==> src/rtl/mem_stage.sv <==
// MEM pipeline stage: EX/MEM register, data-memory handshake with timeout, MEM/WB register.
// Optional misaligned-access trap enabled by defining MEM_MISALIGN_TRAP_EN.
module mem_stage #(
    parameter int unsigned MAX_WAIT = 15
) (
    input  logic        clk,
    input  logic        rst_,
    input  logic        ex_valid,
    input  logic [31:0] ex_alu_result,
    input  logic [31:0] ex_data,
    input  logic [4:0]  ex_rd_addr,
    input  logic [2:0]  ex_func3,
    input  logic        ex_reg_write,
    input  logic        ex_mem_read,
    input  logic        ex_mem_write,
    input  logic        ex_mem_to_reg,
    output logic        mem_stall,
    output logic        dmem_req,
    output logic        dmem_we,
    output logic [31:0] dmem_addr,
    output logic [31:0] dmem_wdata,
    output logic [3:0]  dmem_wstrb,
    input  logic [31:0] dmem_rdata,
    input  logic        dmem_ready,
    output logic [4:0]  fwd_rd_addr,
    output logic [31:0] fwd_data,
    output logic        wb_valid,
    output logic [4:0]  wb_rd_addr,
    output logic [31:0] wb_data,
    output logic        wb_reg_write,
`ifdef MEM_MISALIGN_TRAP_EN
    output logic        misalign,
`endif
    output logic        bus_err
);

    typedef enum logic [0:0] {StIdle, StBusy} state_e;

    // Counter value in the last permitted wait cycle; it reads 0 in the first wait cycle.
    localparam logic [7:0] WaitLast = 8'(MAX_WAIT - 1);

    logic        m_valid_q, m_reg_write_q, m_mem_read_q, m_mem_write_q, m_mem_to_reg_q;
    logic [31:0] m_alu_q, m_data_q;
    logic [4:0]  m_rd_q;
    logic [2:0]  m_func3_q;

    state_e      state_q, state_d;
    logic [7:0]  wait_cnt_q, wait_cnt_d;

    logic        wb_valid_q, wb_valid_d, wb_reg_write_q, wb_reg_write_d;
    logic [4:0]  wb_rd_q, wb_rd_d;
    logic [31:0] wb_data_q, wb_data_d;

    logic        mem_op, mem_go, misaligned, timeout, size_b, size_h;
    logic [1:0]  off;
    logic [7:0]  ld_byte;
    logic [15:0] ld_half;
    logic [31:0] ld_data;

    assign off    = m_alu_q[1:0];
    assign mem_op = m_valid_q && (m_mem_read_q || m_mem_write_q);

    // Unlisted func3 encodings fall through to word accesses.
    always_comb begin
        if (m_mem_write_q) begin
            size_b = (m_func3_q == 3'b000);
            size_h = (m_func3_q == 3'b001);
        end else begin
            size_b = (m_func3_q[1:0] == 2'b00);
            size_h = (m_func3_q[1:0] == 2'b01);
        end
    end

`ifdef MEM_MISALIGN_TRAP_EN
    assign misaligned = mem_op && ((size_h && off[0]) || (!size_b && !size_h && (off != 2'b00)));
    assign misalign   = misaligned;
`else
    assign misaligned = 1'b0;
`endif

    assign mem_go  = mem_op && !misaligned;
    assign timeout = mem_go && !dmem_ready && (wait_cnt_q == WaitLast);

    always_comb begin
        ld_byte = 8'(dmem_rdata >> {off, 3'b000});
        ld_half = off[1] ? dmem_rdata[31:16] : dmem_rdata[15:0];
        if (size_b) begin
            ld_data = m_func3_q[2] ? {24'h0, ld_byte} : {{24{ld_byte[7]}}, ld_byte};
        end else if (size_h) begin
            ld_data = m_func3_q[2] ? {16'h0, ld_half} : {{16{ld_half[15]}}, ld_half};
        end else begin
            ld_data = dmem_rdata;
        end
    end

    always_comb begin
        if (size_b) begin
            dmem_wstrb = 4'b0001 << off;
            dmem_wdata = {4{m_data_q[7:0]}};
        end else if (size_h) begin
            dmem_wstrb = 4'b0011 << off;
            dmem_wdata = {2{m_data_q[15:0]}};
        end else begin
            dmem_wstrb = 4'hF;
            dmem_wdata = m_data_q;
        end
    end

    assign dmem_addr   = {m_alu_q[31:2], 2'b00};
    assign fwd_rd_addr = (m_valid_q && m_reg_write_q) ? m_rd_q : 5'd0;
    assign fwd_data    = m_alu_q;

    // FSM: state register
    always_ff @(posedge clk) begin
        if (!rst_) begin
            state_q    <= StIdle;
            wait_cnt_q <= '0;
        end else begin
            state_q    <= state_d;
            wait_cnt_q <= wait_cnt_d;
        end
    end

    // FSM: next state
    always_comb begin
        state_d = state_q;
        unique case (state_q)
            StIdle: if (mem_go && !dmem_ready && !timeout) state_d = StBusy;
            StBusy: if (!mem_go || dmem_ready || timeout) state_d = StIdle;
            default: state_d = StIdle;
        endcase
        wait_cnt_d = (state_d == StBusy) ? wait_cnt_q + 8'd1 : 8'd0;
    end

    // FSM: outputs; an abort releases the stall in the same cycle it is signalled
    always_comb begin
        dmem_req  = mem_go;
        dmem_we   = mem_go && m_mem_write_q;
        mem_stall = mem_go && !dmem_ready && !timeout;
        bus_err   = timeout;
    end

    always_comb begin
        wb_valid_d     = 1'b0;
        wb_reg_write_d = 1'b0;
        wb_rd_d        = wb_rd_q;
        wb_data_d      = wb_data_q;
        if (m_valid_q) begin
            wb_rd_d   = m_rd_q;
            wb_data_d = m_alu_q;
            if (!mem_op) begin
                wb_valid_d     = 1'b1;
                wb_reg_write_d = m_reg_write_q && (m_rd_q != 5'd0);
            end else if (misaligned || timeout) begin
                wb_valid_d = 1'b1;
            end else if (dmem_ready) begin
                wb_valid_d = 1'b1;
                if (!m_mem_write_q) begin
                    wb_reg_write_d = m_reg_write_q && (m_rd_q != 5'd0);
                    if (m_mem_to_reg_q) wb_data_d = ld_data;
                end
            end
        end
    end

    always_ff @(posedge clk) begin
        if (!rst_) begin
            m_valid_q      <= 1'b0;
            m_alu_q        <= '0;
            m_data_q       <= '0;
            m_rd_q         <= '0;
            m_func3_q      <= '0;
            m_reg_write_q  <= 1'b0;
            m_mem_read_q   <= 1'b0;
            m_mem_write_q  <= 1'b0;
            m_mem_to_reg_q <= 1'b0;
            wb_valid_q     <= 1'b0;
            wb_reg_write_q <= 1'b0;
            wb_rd_q        <= '0;
            wb_data_q      <= '0;
        end else begin
            if (!mem_stall) begin
                m_valid_q      <= ex_valid;
                m_alu_q        <= ex_alu_result;
                m_data_q       <= ex_data;
                m_rd_q         <= ex_rd_addr;
                m_func3_q      <= ex_func3;
                m_reg_write_q  <= ex_reg_write;
                m_mem_read_q   <= ex_mem_read;
                m_mem_write_q  <= ex_mem_write;
                m_mem_to_reg_q <= ex_mem_to_reg;
            end
            wb_valid_q     <= wb_valid_d;
            wb_reg_write_q <= wb_reg_write_d;
            wb_rd_q        <= wb_rd_d;
            wb_data_q      <= wb_data_d;
        end
    end

    assign wb_valid     = wb_valid_q;
    assign wb_rd_addr   = wb_rd_q;
    assign wb_data      = wb_data_q;
    assign wb_reg_write = wb_reg_write_q;

endmodule

==> config.mk <==
export PLATFORM = sky130hd
export DESIGN_NAME = mem_stage
export DESIGN_NICKNAME = d
export VERILOG_FILES = /design/src/rtl/mem_stage.sv
export SDC_FILE = /design/constraint.sdc
export NUM_CORES = 1
export LEC_CHECK = 0
export CORE_AREA = 2 2 120 122
export CTS_CLUSTER_DIAMETER = 200
export DETAILED_ROUTE_END_ITERATION = 8
export DIE_AREA = 0 0 122 124
export GPL_TIMING_DRIVEN = 0
export PLACE_DENSITY_LB_ADDON = 0.08
export SYNTH_ARGS = -nofsm -noshare
export SYNTH_HDL_FRONTEND = slang
export SYNTH_SLANG_ARGS = --single-unit
export TNS_END_PERCENT = 50
==> constraint.sdc <==
create_clock -name clk -period 4.35 [get_ports clk]
set_clock_uncertainty 0.15 [all_clocks]
set_input_delay 0.87 -clock clk [delete_from_list [all_inputs] [get_ports clk]]
set_output_delay 0.87 -clock clk [all_outputs]
set_load 0.01 [all_outputs]
==> results of run 1 <==
-- cells in the mapped netlist (6+ instances only) --
cell / instances
o21ai_1: 6
mux4_2: 6
a21oi_1: 99
and3_1: 6
nand2_1: 67
buf_4: 43
clkbuf_1: 55
mux2_2: 10
buf_2: 11
a31oi_1: 6
a22oi_1: 16
o221ai_1: 21
o21ai_0: 84
dfxtp_1: 124
nand3_1: 82
ha_1: 6
nor2_1: 30
inv_1: 7
mux2i_1: 16
o31ai_1: 8
o2bb2ai_1: 6
and4_1: 6
-- worst register-to-register path: cells and delay by family, from the launching register on --
family	cells	cell delay, ns
AOI/OAI and AO/OA	2	0.39
buffers and inverters	3	0.93
DFF	1	0.30
and+or+nand+nor	2	0.50
-- placed cells by master, fill, tap and decap left out, types with 3 or more instances in the layout --
master and instances:
and3_1 6, a31oi_1 6, nand4_1 4, buf_4 43, o2bb2ai_1 6, nand3_1 82
o31ai_1 8, nor3_1 5, clkbuf_8 5, a22oi_1 16, buf_1 3, clkbuf_16 17
ha_1 6, clkdlybuf4s50_1 257, mux2i_1 16, clkinv_2 3, mux4_2 6, xor2_1 5
and3b_1 5, o21ai_1 6, buf_2 11, o221ai_1 21, a21oi_1 99, nor2_1 30
dfxtp_1 124, nand2_1 67, clkbuf_1 59, a222oi_1 5, o21ai_0 84, mux2_2 10
inv_1 7, nand4b_1 3, and4_1 6, and2_1 3
-- per-layer routing --
layer,vias up,GRT usage,part of all wire
li1,3347,-,-
met1,3351,0.380,0.40
met2,409,0.473,0.46
met3,61,0.0842,0.10
met4,0,0.134,0.036
met5,-,0,0
-- power by group --
part / leakage, nW / switching, mW / internal (mW)
clock network: 0.290 / 0.491 / 0.916
registers: 1.03 / 0.0618 / 1.20
logic: 2.29 / 0.287 / 0.357
-- how the worst max path moves through the flow --
stage	end	cells after the start	start	slack [ns]
after CTS	bus_err	7	dmem_ready	0.33
after detailed placement	bus_err	7	dmem_ready	0.39
final	bus_err	7	dmem_ready	0.33
after global placement	bus_err	7	dmem_ready	0.39
after global routing	dmem_wdata[16]	6	m_mem_write_q$_SDFFE_PN0P_	0.25
after floorplan	bus_err	5	dmem_ready	1.76
-- layout make-up --
type | count | area, µm²
clock buffer | 26 | 509
sequential | 124 | 2480
timing repair buffer | 257 | 2570
tap | 180 | 225
inverter | 9 | 33.8
fill | 1161 | 4000
clock inverter | 6 | 82.6
buffer | 114 | 612
multi-input combinational | 531 | 3200
-- sequential cells by signal (all words and copies together) (netlist names), 3 cells and up --
register	flops
wb_rd_addr	5
m_rd_q	5
m_func3_q	3
wb_data	32
wait_cnt_q	8
fwd_data	32
m_data_q	32
-- cells by family (layout without fill, tap and decap cells) --
logic type / count (synthesis) / count (layout) / synth area share
adder cells (fa/ha/maj): 6 / 6 / 0.0119
flip-flops: 124 / 124 / 0.392
AND/OR/NAND/NOR: 221 / 221 / 0.171
XOR/XNOR: 6 / 6 / 0.00831
AO/OA/AOI/OAI: 264 / 264 / 0.249
other: 1 / 2 / 0.000593
multiplexers: 32 / 32 / 0.0645
buffers and inverters: 123 / 412 / 0.102
-- through the flow --
stage               hold slack, ns  setup slack [ns]  cell area, µm²  power [mW]  cells
floorplan                    0.294              1.76            6330        1.56    778
global placement             0.286             0.389            9130        1.92   1215
detailed placement           0.291             0.391            9130        1.92   1215
CTS                          0.303             0.332            9720        3.32   1247
global route                 0.318             0.255            9720        3.42   1247
finish                       0.297             0.334            9720        3.31   1247
==> results.toml, run 1 <==
[status]
status = "complete, no violations"

[synth]
async_flop_share = 0
synth-edff-count = 0
yosysUniqueCellTypes = 54
avgSynthCellArea_um2 = 8.14
yosysTopAreaCell = "dfxtp_1"
ys_warn_count = 0
seq_area_frac_synth = 0.392
netlist_instances = 777
yosys.area.top_type_share = 0.392
synthTopCellsByArea = "dfxtp_1, a21oi_1, o21ai_0, nand3_1, buf_4"
syn-cell-area_um2 = 6330
ys_seq_elements = 124
synthFlopType = "dfxtp_1"

[cells_and_area]
layout-drive-gt1-share = 0.0975
syn_to_final_growth_pct = 53.6
final_util = 0.708
fin_nets = 1172
antennaDiodeCount = 0

[place]
post-dp-hpwl_um = 17400
port_buffers = 257
gp_congestion = 0.931

[floorplan]
placementRows = 43
start_util = 0.461
die_h_um = 124
die_area_um2 = 15100
die_w_um = 122
coreArea_um2 = 13700
ioPinCount = 260

[global_routing]
grt_pass1_vias = 6412
track_usage = 0.299
grt_max_degree = 17
antenna_found_initial = 0
overflow = 0
grt_pass1_wl_um = 34600

[timing]
rsz0062_at_grt = "false"
fin_tns_setup_ns = 0
timing_hold_violations_final = 0
min_period_ns = 4.02
slew_viol_final = 0
max_slew_margin = 0.469
fmax_mhz = 249
setup_violations = 0
fin_crit_sh = 0.923
tightest_slew_ns = 0.797

[clock_tree]
htree_levels = 4
cts_max_path_buffers = 2
cts_setup_buffers = 0
ctsResizeCount = 0
clockRootBuffer = "clkbuf_16"
clkLatencyLatePin_ns = 0.42
cts-buffers-inserted = 17
cts_tree = "done"
clk_pin_slew_ns = 0.05
cts_hold_buffers = 0
clock_sinks = 124

[routing]
avgRoutedWirePerCell_um = 18.9
vias_per_cell = 5.75
drc_errors = 0
vias = 7168
ant_nets = 0
dr.pass1.iters = 6
initialDrtViolationCount = 771
wl_um = 23600

[setup_path]
crit_family = "buffers and inverters"
critPathRequiredTime_ns = 3.33
crit_buf_inv = 5
reg2reg_depth = 7
endpoint_kind = "primary output"
worstReg2RegEnd = "m_func3_q[0]$_SDFFE_PN0P_"
critPathMostFrequentCell = "clkdlybuf4s50_1"
crit_fanout = 10
crit_chain = "clkdlybuf4s50_1 > inv_1 > nand2b_1 > buf_2 > clkbuf_1 > nor2_1 > clkdlybuf4s50_1"
slowest_stage = "clkdlybuf4s50_1"
crit_arrival_ns = 3.00
critPathKind = "in2out"
reg2reg_from = "m_mem_write_q$_SDFFE_PN0P_"
ff2ff_setup_slack_ns = 1.99
timing.critical_path.from_type = "input port"
max_stage_delay_ns = 0.56

[power_and_ir_drop]
p_per_area_nw_per_um2 = 341
peakVddDrop_v = 0.000257
p_leak_nw = 3.61

[hold_path]
hp-start = "wb_data[2]$_SDFFE_PN0P_"
min_to = "wb_data[2]$_SDFFE_PN0P_"
min_path_type = "reg2reg"
min_path_cells = 2

[run]
drv_cap = 0
No activity file was read; power rests on OpenSTA's default activity.
==> run 2: changes to the inputs <==
--- a/config.mk
+++ b/config.mk
@@ -9,8 +9,9 @@
 export CTS_CLUSTER_DIAMETER = 200
 export DETAILED_ROUTE_END_ITERATION = 8
 export DIE_AREA = 0 0 122 124
-export GPL_TIMING_DRIVEN = 0
-export PLACE_DENSITY_LB_ADDON = 0.08
+export GPL_TIMING_DRIVEN = 1
+export PLACE_DENSITY = 0.85
+export SLEW_MARGIN = 20
 export SYNTH_ARGS = -nofsm -noshare
 export SYNTH_HDL_FRONTEND = slang
 export SYNTH_SLANG_ARGS = --single-unit
==> run 2 against run 1 <==
Net effect:
- count of clock-buffer cells in the layout stayed put
- sequential share of layout area is 1.6 points higher
- combinational power is 7.8% lower
- first-iteration DRC count is 15% higher
- via count is 4.2% lower
- critical endpoint is now dmem_wdata[12]
- highest routed layer unchanged
==> results.toml, run 2 (synthesis gave the netlist of run 1 again) <==
[floorplan]
die_area_um2 = 15100
placementRows = 43
coreArea_um2 = 13700
die_w_um = 122
ioPinCount = 260
start_util = 0.461
die_h_um = 124

[cells_and_area]
register_area_um2 = 2480
final_cell_mix = "clkdlybuf4s50_1, dfxtp_1, a21oi_1"
layout-drive-gt1-share = 0.0665
multi_input_area_um2 = 3220
syn_to_final_growth_pct = 44.8
fin_area_um2 = 9160
antennaDiodeCount = 0
final_common_cell = "clkdlybuf4s50_1"
fin_nets = 1071
num-fill-cells = 1158

[setup_path]
reg2reg_depth = 6
crit_fanout = 9
critPathRequiredTime_ns = 3.33
timing.critical_path.from_type = "flip-flop"
crit_arrival_ns = 2.66
reg2reg_from = "m_valid_q$_SDFFE_PN0P_"
endpoint_kind = "primary output"
critPathLaunch = "m_mem_write_q$_SDFFE_PN0P_"
critPathKind = "reg2out"

[timing]
fin_tns_setup_ns = 0
rsz0062_at_grt = "false"
min_period_ns = 3.68
setup_violations = 0
whs_ns = 0.297
layout_setup_ws_ns = 0.670
max_slew_margin = 0.436
fin_crit_sh = 0.846
timing_hold_violations_final = 0
fmax_mhz = 272
slew_viol_final = 0
tightest_slew_ns = 0.846

[global_routing]
grt_pass1_wl_um = 33700
grt_pass1_vias = 6299
track_usage = 0.286
overflow = 0
antenna_found_initial = 1
grt_max_degree = 78

[routing]
dr.pass1.iters = 6
avgRoutedWirePerCell_um = 19.5
drc_errors = 0
initialDrtViolationCount = 887
ant_nets = 0
vias_per_cell = 6.01
vias = 6868
wl_um = 22300

[power_and_ir_drop]
p_per_area_nw_per_um2 = 342
peakVddDrop_v = 0.000270
p_leak_nw = 3.29

[clock_tree]
clk_pin_slew_ns = 0.05
cts-buffers-inserted = 17
cts_setup_buffers = 0
clock_sinks = 124
cts_max_path_buffers = 2
clkLatencyLatePin_ns = 0.42
htree_levels = 4
ctsResizeCount = 0
clockRootBuffer = "clkbuf_16"
cts_hold_buffers = 0
cts_tree = "done"

[run]
drv_cap = 0

[place]
placed_area_um2 = 8640
post-dp-hpwl_um = 14800
gp_congestion = 0.884
post-place-ws_ns = 0.717
port_buffers = 257

[hold_path]
min_path_type = "reg2reg"
hp-start = "wb_data[3]$_SDFFE_PN0P_"
min_path_cells = 2

[status]
status = "complete, no violations"
[run 2: cell count changes in the layout (fill, tap and decap cells not counted), moves of 2 or more]
cell / change
buf_1: -3
buf_2: -11
buf_4: -31
bufinv_16: -2
clkbuf_1: -55
[run 2: path summary, 6_finish.rpt]
kind	slack (ns)	to
worst min-delay path	0.30	wb_data[3]$_SDFFE_PN0P_
worst min register to register	0.30	wb_data[3]$_SDFFE_PN0P_
worst max register to register	1.78	wb_data[16]$_SDFFE_PN0P_
worst max-delay path	0.67	dmem_wdata[12]
[run 2: final cells by class]
cell class | instances | share of cell area
Sequential cell | 124 | 0.271
Clock inverter | 2 | 0.00109
Multi-Input combinational cell | 531 | 0.351
Tap cell | 180 | 0.0246
Clock buffer | 26 | 0.0556
Inverter | 9 | 0.00369
Timing Repair Buffer | 270 | 0.293
[run 2: critical path, stage by stage (launching register included)]
cell and delay, ns:
dfxtp_1 0.41, a211oi_2 0.66, buf_4 0.32, mux2_2 0.35, clkdlybuf4s50_1 0.49
[run 2: through the flow]
stage               power [mW]   util  instances
floorplan                 1.56      -        778
global placement          1.87  0.630       1114
detailed placement        1.87  0.630       1114
CTS                       3.14  0.668       1142
global route              3.24  0.668       1142
finish                    3.13  0.668       1142
[run 2: metal layers]
metal  global-route usage  share of wire  up-vias
met3               0.0810           0.10       65
met2                0.462           0.47      403
met5                    0              0        -
li1                     -              -     3138
met4                0.121          0.029        0
met1                0.359           0.40     3262
[run 2: power by group]
part           internal, mW  total [mW]  switching [mW]
sequential             1.20        1.27          0.0637
clock                 0.788        1.27           0.481
combinational         0.328       0.594           0.267
